==> config.mk <==
export PLATFORM = sky130hd
export DESIGN_NAME = prog_loader
export DESIGN_NICKNAME = d
export VERILOG_FILES = /design/src/rtl/prog_loader.sv
export SDC_FILE = /design/constraint.sdc
export NUM_CORES = 1
export LEC_CHECK = 0
export CORE_UTILIZATION = 36
export CTS_CLUSTER_DIAMETER = 60
export DETAILED_ROUTE_END_ITERATION = 16
export DONT_BUFFER_PORTS = 1
export HOLD_SLACK_MARGIN = 0.06
export PLACE_DENSITY = 0.5
export SETUP_SLACK_MARGIN = 0.5
export SYNTH_ARGS = -nofsm -noshare
export SYNTH_HDL_FRONTEND = slang
export SYNTH_SLANG_ARGS = --single-unit
==> constraint.sdc <==
create_clock -name clk -period 6.8 [get_ports clk]
set_input_delay 1.36 -clock clk [delete_from_list [all_inputs] [get_ports clk]]
set_output_delay 1.36 -clock clk [all_outputs]
set_load 0.01 [all_outputs]
==> src/rtl/prog_loader.sv <==
// Program loader: UART byte frames -> little-endian words into instruction memory.
// Optional trailing XOR checksum byte when PROG_LOADER_CHECKSUM_EN is defined.
module prog_loader #(
    parameter int ADDR_W = 14
) (
    input  logic              clk,
    input  logic              rst,
    input  logic              start,
    input  logic              rx_valid,
    input  logic [7:0]        rx_data,
    output logic              mem_we,
    output logic [ADDR_W-1:0] mem_addr,
    output logic [31:0]       mem_wdata,
    output logic              cpu_hold,
    output logic              done,
    output logic              err,
    output logic [ADDR_W:0]   words_loaded
);

    typedef enum logic [2:0] {
        S_IDLE = 3'd0,
        S_HDR  = 3'd1,
        S_DATA = 3'd2,
`ifdef PROG_LOADER_CHECKSUM_EN
        S_FIN  = 3'd3,
`endif
        S_DONE = 3'd4,
        S_ERR  = 3'd5
    } state_t;

    state_t            state_q, state_d;
    logic [1:0]        byte_idx_q, byte_idx_d;
    logic [31:0]       count_q, count_d;
    logic [31:0]       word_q, word_d;
    logic              mem_we_q, mem_we_d;
    logic [ADDR_W-1:0] mem_addr_q, mem_addr_d;
    logic [31:0]       mem_wdata_q, mem_wdata_d;
    logic [ADDR_W:0]   words_loaded_q, words_loaded_d;

    logic        idle_like;
    logic        launch;
    logic        hdr_done;
    logic [31:0] n_full;
    logic        n_zero;
    logic        n_over;
    logic        last_word;
    logic        data_acc;
    logic [31:0] word_next;

    assign idle_like = (state_q == S_IDLE) || (state_q == S_DONE)
                    || (state_q == S_ERR);
    assign launch    = idle_like && start;
    assign hdr_done  = (state_q == S_HDR) && rx_valid
                    && (byte_idx_q == 2'd3);
    assign n_full    = {rx_data, count_q[23:0]};
    assign n_zero    = (n_full == 32'd0);
    assign n_over    = ({1'b0, n_full} > (33'd1 << ADDR_W));
    // The write pulse of the final word is also the cycle the frame ends.
    assign last_word = (state_q == S_DATA) && mem_we_q
                    && ((32'(words_loaded_q) + 32'd1) == count_q);
    assign data_acc  = (state_q == S_DATA) && rx_valid && !last_word;
    assign word_next = {rx_data, word_q[31:8]};

`ifdef PROG_LOADER_CHECKSUM_EN
    logic [7:0] csum_q, csum_d;
    logic       csum_ok;

    assign csum_ok = (rx_data == csum_q);
`endif

    always_ff @(posedge clk or negedge rst) begin
        if (!rst) begin
            state_q <= S_IDLE;
        end else begin
            state_q <= state_d;
        end
    end

    always_comb begin
        state_d = state_q;
        case (state_q)
            S_IDLE, S_DONE, S_ERR: begin
                if (start) state_d = S_HDR;
            end
            S_HDR: begin
                if (hdr_done) begin
                    if (n_zero)      state_d = S_DONE;
                    else if (n_over) state_d = S_ERR;
                    else             state_d = S_DATA;
                end
            end
            S_DATA: begin
                if (last_word) begin
`ifdef PROG_LOADER_CHECKSUM_EN
                    if (rx_valid) state_d = csum_ok ? S_DONE : S_ERR;
                    else          state_d = S_FIN;
`else
                    state_d = S_DONE;
`endif
                end
            end
`ifdef PROG_LOADER_CHECKSUM_EN
            S_FIN: begin
                if (rx_valid) state_d = csum_ok ? S_DONE : S_ERR;
            end
`endif
            default: state_d = S_IDLE;
        endcase
    end

    always_comb begin
        cpu_hold = (state_q == S_HDR) || (state_q == S_DATA);
`ifdef PROG_LOADER_CHECKSUM_EN
        cpu_hold = cpu_hold || (state_q == S_FIN);
`endif
        done = (state_q == S_DONE);
        err  = (state_q == S_ERR);
    end

    always_comb begin
        byte_idx_d     = byte_idx_q;
        count_d        = count_q;
        word_d         = word_q;
        mem_we_d       = 1'b0;
        mem_addr_d     = mem_addr_q;
        mem_wdata_d    = mem_wdata_q;
        words_loaded_d = words_loaded_q;
        if (launch) begin
            byte_idx_d     = 2'd0;
            words_loaded_d = '0;
        end
        if (mem_we_q) begin
            words_loaded_d = words_loaded_q
                           + {{ADDR_W{1'b0}}, 1'b1};
        end
        if ((state_q == S_HDR) && rx_valid) begin
            count_d[8*byte_idx_q +: 8] = rx_data;
            byte_idx_d = byte_idx_q + 2'd1;
        end
        if (data_acc) begin
            word_d     = word_next;
            byte_idx_d = byte_idx_q + 2'd1;
            if (byte_idx_q == 2'd3) begin
                mem_we_d    = 1'b1;
                mem_wdata_d = word_next;
                mem_addr_d  = words_loaded_q[ADDR_W-1:0];
            end
        end
    end

`ifdef PROG_LOADER_CHECKSUM_EN
    always_comb begin
        csum_d = csum_q;
        if (launch)        csum_d = 8'd0;
        else if (data_acc) csum_d = csum_q ^ rx_data;
    end

    always_ff @(posedge clk or negedge rst) begin
        if (!rst) begin
            csum_q <= 8'd0;
        end else begin
            csum_q <= csum_d;
        end
    end
`endif

    always_ff @(posedge clk or negedge rst) begin
        if (!rst) begin
            byte_idx_q     <= 2'd0;
            count_q        <= 32'd0;
            word_q         <= 32'd0;
            mem_we_q       <= 1'b0;
            mem_addr_q     <= '0;
            mem_wdata_q    <= 32'd0;
            words_loaded_q <= '0;
        end else begin
            byte_idx_q     <= byte_idx_d;
            count_q        <= count_d;
            word_q         <= word_d;
            mem_we_q       <= mem_we_d;
            mem_addr_q     <= mem_addr_d;
            mem_wdata_q    <= mem_wdata_d;
            words_loaded_q <= words_loaded_d;
        end
    end

    assign mem_we       = mem_we_q;
    assign mem_addr     = mem_addr_q;
    assign mem_wdata    = mem_wdata_q;
    assign words_loaded = words_loaded_q;

endmodule

# After elaboration in Yosys (flattened, before gate mapping)
# Index checks and enable logic that the tools add are counted.
# word_totals
regBits	131
input_bits	12
output_inout_bits	65
# classes
n_addsub	4
order_cmp	1
n_eq_ne	9
shift	2
muxes	14
reduce_logical	18
# op_table
operator	n
negation 5 -> 34 bit	1
variable shift 8 x 34 -> 32 bit (first input constant)	1
indexed part select 8 x 34 -> 32 bit	1
bitwise mux 32 bit	1
equality test 16 x 32 -> 1 bit	1
greater-than comparator 32 x 15 -> 1 bit (second input constant)	1
zero test 32 bit	1
2-to-1 mux 15 bit	2
adder 15 x 1 -> 16 bit (second input constant)	1
adder 15 x 1 -> 15 bit (second input constant)	1
2-to-1 mux 3 bit	5
case mux 3 bit (3 select lines)	1
logical AND 1 bit	7
equality test 3 bit (second input constant)	2
2-to-1 mux 2 bit	3
!= test 2 bit (second input constant)	3
equality test 3 x 1 -> 1 bit (second input constant)	1
equality test 3 x 2 -> 1 bit (second input constant)	1
zero test 3 bit	1
logical OR 1 bit	3
AND reduction 3 bit	1
nonzero test 3 bit	1
OR reduction 3 bit	1
adder 2 x 1 -> 2 bit (second input constant)	1
5 further kinds	6

# Depth between registers and ports, before layout
# Gate-level depths: netlist of run 1.
# depth
ltp_word	7
depth_mapped	11
mapped_depth_nobuf	8

# Worst setup path after synthesis of run 1
# OpenSTA, ideal clock, no wires.
# synth_path
path_kind	reg2reg
start	register words_loaded_q[0], in the netlist words_loaded[0]
end	register mem_addr_q[10], in the netlist mem_addr[10]
setup_time_ns	0.125
arrival_time_ns	2.897
path_slack_ns	3.778
stages_incl_launch_ff	11
path_buffers	2
cell_sequence	dfrtp_1 > ha_1 > nand2_1 > nor4_1 > xnor3_1 > nand4_1 > or4_4 > nand2_1 > buf_4 > buf_4 > mux2_2
# synth_via
elab_chain_len	6
# synth_rtl
item	line_no	source
start, declared	38	logic [ADDR_W:0] words_loaded_q, words_loaded_d;
start signal, assigned	183	words_loaded_q <= words_loaded_d;
adder 15 x 1 -> 16 bit	60	&& ((32'(words_loaded_q) + 32'd1) == count_q);
equality test 16 x 32 -> 1 bit	60	
logical AND 1 bit	60	
zero test 1 bit	61	assign data_acc = (state_q == S_DATA) && rx_valid && !last_word;
logical AND 1 bit	61	
AND reduction 2 bit (no source line)	--	
end signal, assigned	181	mem_addr_q <= mem_addr_d;
end, declared	36	logic [ADDR_W-1:0] mem_addr_q, mem_addr_d;
# No other way between the ends.
# A chain may end at the register's enable or synchronous reset.

# Final worst setup path of run 1
# layout_path
start	register words_loaded_q[0], in the netlist words_loaded[0]
end	register mem_wdata_q[19], in the netlist mem_wdata[19]
# layout_via
elab_chain_len	6
# layout_rtl
item	line_no	source
adder 15 x 1 -> 16 bit	60	
equality test 16 x 32 -> 1 bit	60	
logical AND 1 bit	60	
zero test 1 bit	61	
logical AND 1 bit	61	
AND reduction 2 bit (no source line)	--	
end signal, assigned	182	mem_wdata_q <= mem_wdata_d;
end, declared	37	logic [31:0] mem_wdata_q, mem_wdata_d;
# No other way between the ends.

==> results of run 1 <==
==> per-stage QoR <==
| step | hold slack, ps | setup slack [ps] | std cells |
|---|---|---|---|
| detailed placement | 472 | 3010 | 719 |
| CTS | 485 | 2990 | 751 |
| finish | 483 | 3020 | 751 |
| global placement | 465 | 3120 | 719 |
| floorplan | 450 | 3780 | 534 |
| global route | 505 | 2840 | 751 |
==> report_power, final <==
part | internal [mW] | switching, mW | leakage, nW
registers | 0.807 | 0.127 | 1.70
logic | 0.199 | 0.259 | 1.00
clock network | 0.598 | 0.338 | 0.290
==> kinds of logic (layout without fill, tap and decap cells) <==
logic type,count (synthesis),in the layout,synth area share (%)
AO/OA/AOI/OAI,86,86,8.83
XOR/XNOR,27,27,5.53
buffers and inverters,39,40,3.55
flip-flops,123,123,51.1
adder cells (fa/ha/maj),6,6,1.25
AND/OR/NAND/NOR,183,183,15.4
multiplexers,70,70,14.3
==> synthesized netlist by cell type (7+ instances only) <==
cell type and number:
buf_2 9, clkbuf_1 13, dfrtp_1 123, inv_1 7, mux2_2 44, mux2_4 20, nand2_1 91, nand2b_1 7
nand3_1 15, nand4_1 7, nor2_1 16, nor4_1 10, o21ai_0 51, xnor2_1 17, xnor3_1 7
==> layer usage <==
metal	part of all wire, %	wire length [um]	GRT usage (%)	up-vias
met5	0	0	0	-
met2	45	6250	25.3	115
li1	-	-	-	1880
met3	6.5	895	6.10	15
met4	1.3	178	6.46	0
met1	47	6540	22.6	1941
==> final cells by class <==
class                           count  area share [%]
Sequential cell                   123            45.7
Multi-Input combinational cell    372            40.6
Clock buffer                       20            6.78
Tap cell                          216            4.01
Clock inverter                     12            2.38
Inverter                            7           0.390
Timing Repair Buffer                1           0.111
==> worst max path at each step <==
stage | startpoint | to | slack, ps | depth (start not counted)
6_report | words_loaded[0] | mem_wdata[19] | 3020 | 9
5_1_grt | words_loaded[0] | mem_wdata[31] | 2840 | 9
4_1_cts | words_loaded[0] | mem_wdata[19] | 2990 | 9
3_5_place_dp | words_loaded[0] | mem_wdata[28] | 3010 | 9
3_3_place_gp | words_loaded[0] | mem_wdata[7] | 3120 | 9
2_1_floorplan | words_loaded[0] | mem_addr[10] | 3780 | 10
==> worst max-delay path: cells and delay by family, from the launching register on <==
family                     cells  cell delay [ps]
adders and majority gates      1              350
DFF                            1              550
muxes                          1              400
buffers and inverters          1              480
xor gates and xnor gates       1              230
and+or+nand+nor                5             1570
==> registers in the layout, indices dropped and copies added, names as in the netlist <==
name and cells:
count_q 32, mem_wdata 32, word_q 24, words_loaded 15, mem_addr 14, state_q 3, byte_idx_q 2, mem_we 1
==> impl_metrics.toml, run 1 <==
[yosys]
ys_warn_count = 0
avgSynthCellArea_sq_um = 11.3
synth_cells = 534
ys.flop_type = "dfrtp_1"
synth-edff-count = 0
synthesis.nets = 552
ys_ff_latch = 123
synth_top_area_cell = "dfrtp_1"
synth_cell_types = 57
yosysTopAreaCellShare_pct = 51.1
yosysSeqAreaShare_pct = 51.1
syn-cell-area_sq_mm = 0.00602
synth_area_leaders = "dfrtp_1, mux2_2, nand2_1"
synthArstFlopShare_pct = 100

[sta]
final.setup.tns_ps = 0
min_period_ps = 3780
clock.fmax_mhz = 265
relSlewSlack_pct = 31.4
finalSetupViolCount = 0
final.setup_skew_ps = 11.8
period_share_pct = 55.5
rsz0062_at_grt = "no"
tightest_slew_ps = 1020
final_max_slew_viol_count = 0
hold_viol = 0

[layout]
multi_input_area_sq_mm = 0.00274
fin_util_pct = 41.8
final_cell_mix = "dfrtp_1, nand2_1, o21ai_0"
seq_area_sq_mm = 0.00308
final_common_cell = "dfrtp_1"
design_area_sq_mm = 0.00674
drive_above_1_share_pct = 20.2
nFillCells = 1554
layout.nets = 540
syn_to_final_growth_pct = 11.9
antennaDiodeCount = 0

[hold_path]
min_delay_path_depth = 2
hold_class = "register to register"
holdPathEnd = "count_q[21]"
hold_start = "count_q[21]"

[setup_path]
r2r-start = "words_loaded[0]"
cp_max_fo = 42
crit_slowest_cell = "dfrtp_1"
critPathCaptureType = "register"
critPathRequiredTime_ps = 7100
arrival_ps = 4070
slowest_delay_ps = 550
r2r_slack_ps = 3020
rr_worst_depth = 9
path_cells = "ha_1 -> nand2_1 -> nor4_1 -> xnor3_1 -> nand4_1 -> or4_4 -> nand2_2 -> buf_4 -> mux2_2"
crit_type = "register to register"
r2r_end = "mem_wdata[19]"
crit_path_start_kind = "register"

[power_and_ir_drop]
ir_drop_mv = 0.206
powerDensity_mw_per_mm2 = 346
p_leak_nw = 2.99
fin_total_pwr_mw = 2.33

[routing]
drc = 0
drt_iter0_markers = 278
detail-route-antenna-nets = 0
routed_via_density = 5.26
routed_wl_mm = 13.9
route.vias.total = 3951
drt_pass1_iterations = 5
wl_per_cell_um = 18.5

[run]
drv_cap = 0

[clock_tree]
clkTransAtPathRegs_ps = 60
clkSinkCount = 123
cts_tree = "built"
h-tree-depth = 4
cts_buffers = 17
clockRootBuffer = "clkbuf_16"
cts_hold_buffers = 0
clock_latency_ps = 420
cts_setup_buffers = 0
ctsResizeCount = 0
clockBufferDepth = 2

[placement]
dpl.hpwl_mm = 9.30
dpl-instance-area_sq_mm = 0.00612
gp_routability_congestion = 0.816
port_buffers = 0

[grt]
grt_pass1_vias = 3914
grt_pass1_wl_mm = 22.4
grt-ovfl-total = 0
grt_usage_pct = 17.0
antenna_found_initial = 0
grt_max_degree = 124

[floorplanning]
dieWidth_um = 131
fp.dieH_um = 131
num_rows = 46
coreArea_sq_mm = 0.0161
io_pins = 77
start_util_pct = 37.4
dieArea_sq_mm = 0.0172

[outcome]
status = "finished clean"
(Power assumes the default switching activity.)
==> run 2: changes to the inputs <==
Settings changed: PLACE_DENSITY 0.5 to 0.52.
Clock period 6.8 ns to 3.15 ns, I/O delays scaled along.
==> run 2 against run 1 <==
Compared with the run above: die area stayed put; combinational power grew to 2.6 times the previous value; largest cell class is now multi-input gates; non-clock buffer count is 48 higher; the flow now finishes with violations (hold timing); utilization is 5.3 points higher; first-iteration DRC count is 4.3% higher; worst hold slack worse by 570 ps; sequential power is 110% higher; critical path type unchanged; sequential share of layout area is 5.1 points lower.
==> impl_metrics.toml, run 2 (synthesis gave the netlist of run 1 again) <==
[layout]
nFillCells = 1468
final_common_cell = "dfrtp_1"
instances_no_fill = 802
final_cell_mix = "dfrtp_1, nand2_1, mux2_4"
fin_util_pct = 47.1
layout.nets = 591
antennaDiodeCount = 0
seq_area_sq_mm = 0.00309
drive_above_1_share_pct = 30.9
multi_input_area_sq_mm = 0.00309
syn_to_final_growth_pct = 26.1

[sta]
fin_ws_ps = 292
holdWs_ps = -89.2
final.setup_skew_ps = 13.0
final_max_slew_viol_count = 0
hold_viol = 123
min_period_ps = 2860
relSlewSlack_pct = 36.4
rsz0062_at_grt = "yes"
finalSetupViolCount = 0
final.setup.tns_ps = 0
period_share_pct = 90.7
tightest_slew_ps = 952
clock.fmax_mhz = 350

[floorplanning]
fp.dieH_um = 131
io_pins = 77
num_rows = 46
coreArea_sq_mm = 0.0161
dieWidth_um = 131
start_util_pct = 37.4
dieArea_sq_mm = 0.0172

[grt]
grt_pass1_wl_mm = 24.9
grt_max_degree = 124
grt-ovfl-total = 0
grt_pass1_vias = 4297
antenna_found_initial = 0
grt_usage_pct = 19.1

[setup_path]
critPathCaptureType = "register"
cp_max_fo = 7
crit_type = "register to register"
crit_path_start_kind = "register"
startpoint = "words_loaded[2]"
r2r-start = "words_loaded[2]"
critPathRequiredTime_ps = 3450
rr_worst_depth = 9
r2r_slack_ps = 290
arrival_ps = 3150
r2r_end = "mem_wdata[19]"
endpoint = "mem_wdata[19]"

[power_and_ir_drop]
powerDensity_mw_per_mm2 = 692
p_leak_nw = 3.50
ir_drop_mv = 0.457
fin_total_pwr_mw = 5.25

[placement]
dpl.hpwl_mm = 10.1
port_buffers = 0
gp_routability_congestion = 0.820
dp_cells = 745
post-place-ws_ps = 164

[clock_tree]
clkTransAtPathRegs_ps = 60
clockBufferDepth = 2
clock_latency_ps = 420
h-tree-depth = 4
cts_tree = "built"
cts_buffers = 17
clkSinkCount = 123
clockRootBuffer = "clkbuf_16"

[routing]
drt_pass1_iterations = 4
wl_per_cell_um = 20.1
routed_wl_mm = 16.1
routed_via_density = 5.28
drt_iter0_markers = 290
route.vias.total = 4238
drc = 0
detail-route-antenna-nets = 0

[hold_path]
hold_class = "input pin to async pin"

[outcome]
status = "complete, but fails checks"
violations = "hold timing"

[run]
drv_cap = 0
==> run 2: cell count changes in the layout (fill, tap and decap cells not counted), moves of 3 or more <==
| cell | previous run | this run |
|---|---|---|
| nor3_1 | 6 | 3 |
| and2_4 | 1 | 4 |
| mux2_2 | 44 | 8 |
| buf_12 | 0 | 3 |
| mux2_4 | 20 | 57 |
| dfrtp_2 | 0 | 6 |
| dfrtp_1 | 123 | 117 |
| buf_4 | 1 | 36 |
| buf_6 | 0 | 7 |
==> run 2: metrics by stage <==
step	hold slack, ps	cell area [sq um]
detailed placement	340	6390
CTS	-105	7250
floorplan	334	6110
finish	-89.2	7590
global placement	341	6390
global route	-113	7590
==> run 2: routing by layer <==
layer | track usage (%) | vias up | share of wire, %
met4 | 7.69 | 0 | 1.6
met2 | 29.0 | 127 | 46
met3 | 5.86 | 23 | 6.7
met1 | 25.3 | 2102 | 46
met5 | 0 | - | 0
li1 | - | 1986 | -
==> run 2: where the power goes <==
group	switching, mW	leakage (nW)	internal, mW	total, mW
Clock	0.738	0.304	1.35	2.09
Combinational	0.671	1.51	0.504	1.18
Sequential	0.244	1.69	1.74	1.99
==> run 2: final cells by class <==
type                       count  share of cell area, %
multi-input combinational    375                   40.7
sequential                   123                   40.6
timing repair buffer          49                   6.41
clock buffer                  19                   5.83
tap                          216                   3.56
clock inverter                13                   2.49
inverter                       7                  0.346
==> run 2: critical path, cell delays in order, from the launching register on <==
cell and delay, ps:
dfrtp_2 510, buf_6 170, xnor3_1 320, o21ai_2 90, a211oi_1 180, o2111ai_1 190
or4_4 590, nand2_8 180, clkbuf_16 190, mux2_4 300
==> run 2: what timing repair did <==
item	CTS	global route
gates cloned	4	2
pin swaps	7	15
gates resized for setup	27	51
buffers inserted	9	10
hold endpoints to repair	123	123
endpoints found under the setup margin	71	73
==> run 2: worst min-delay path by stage <==
| stage | start | to | slack, ps |
|---|---|---|---|
| finish | rst | words_loaded[3] | -90 |
| global route | rst | mem_addr[8] | -110 |
| CTS | rst | mem_addr[6] | -110 |
| detailed placement | rst | mem_addr[6] | 340 |
| global placement | rst | mem_addr[4] | 340 |
| floorplan | rst | byte_idx_q[0] | 330 |
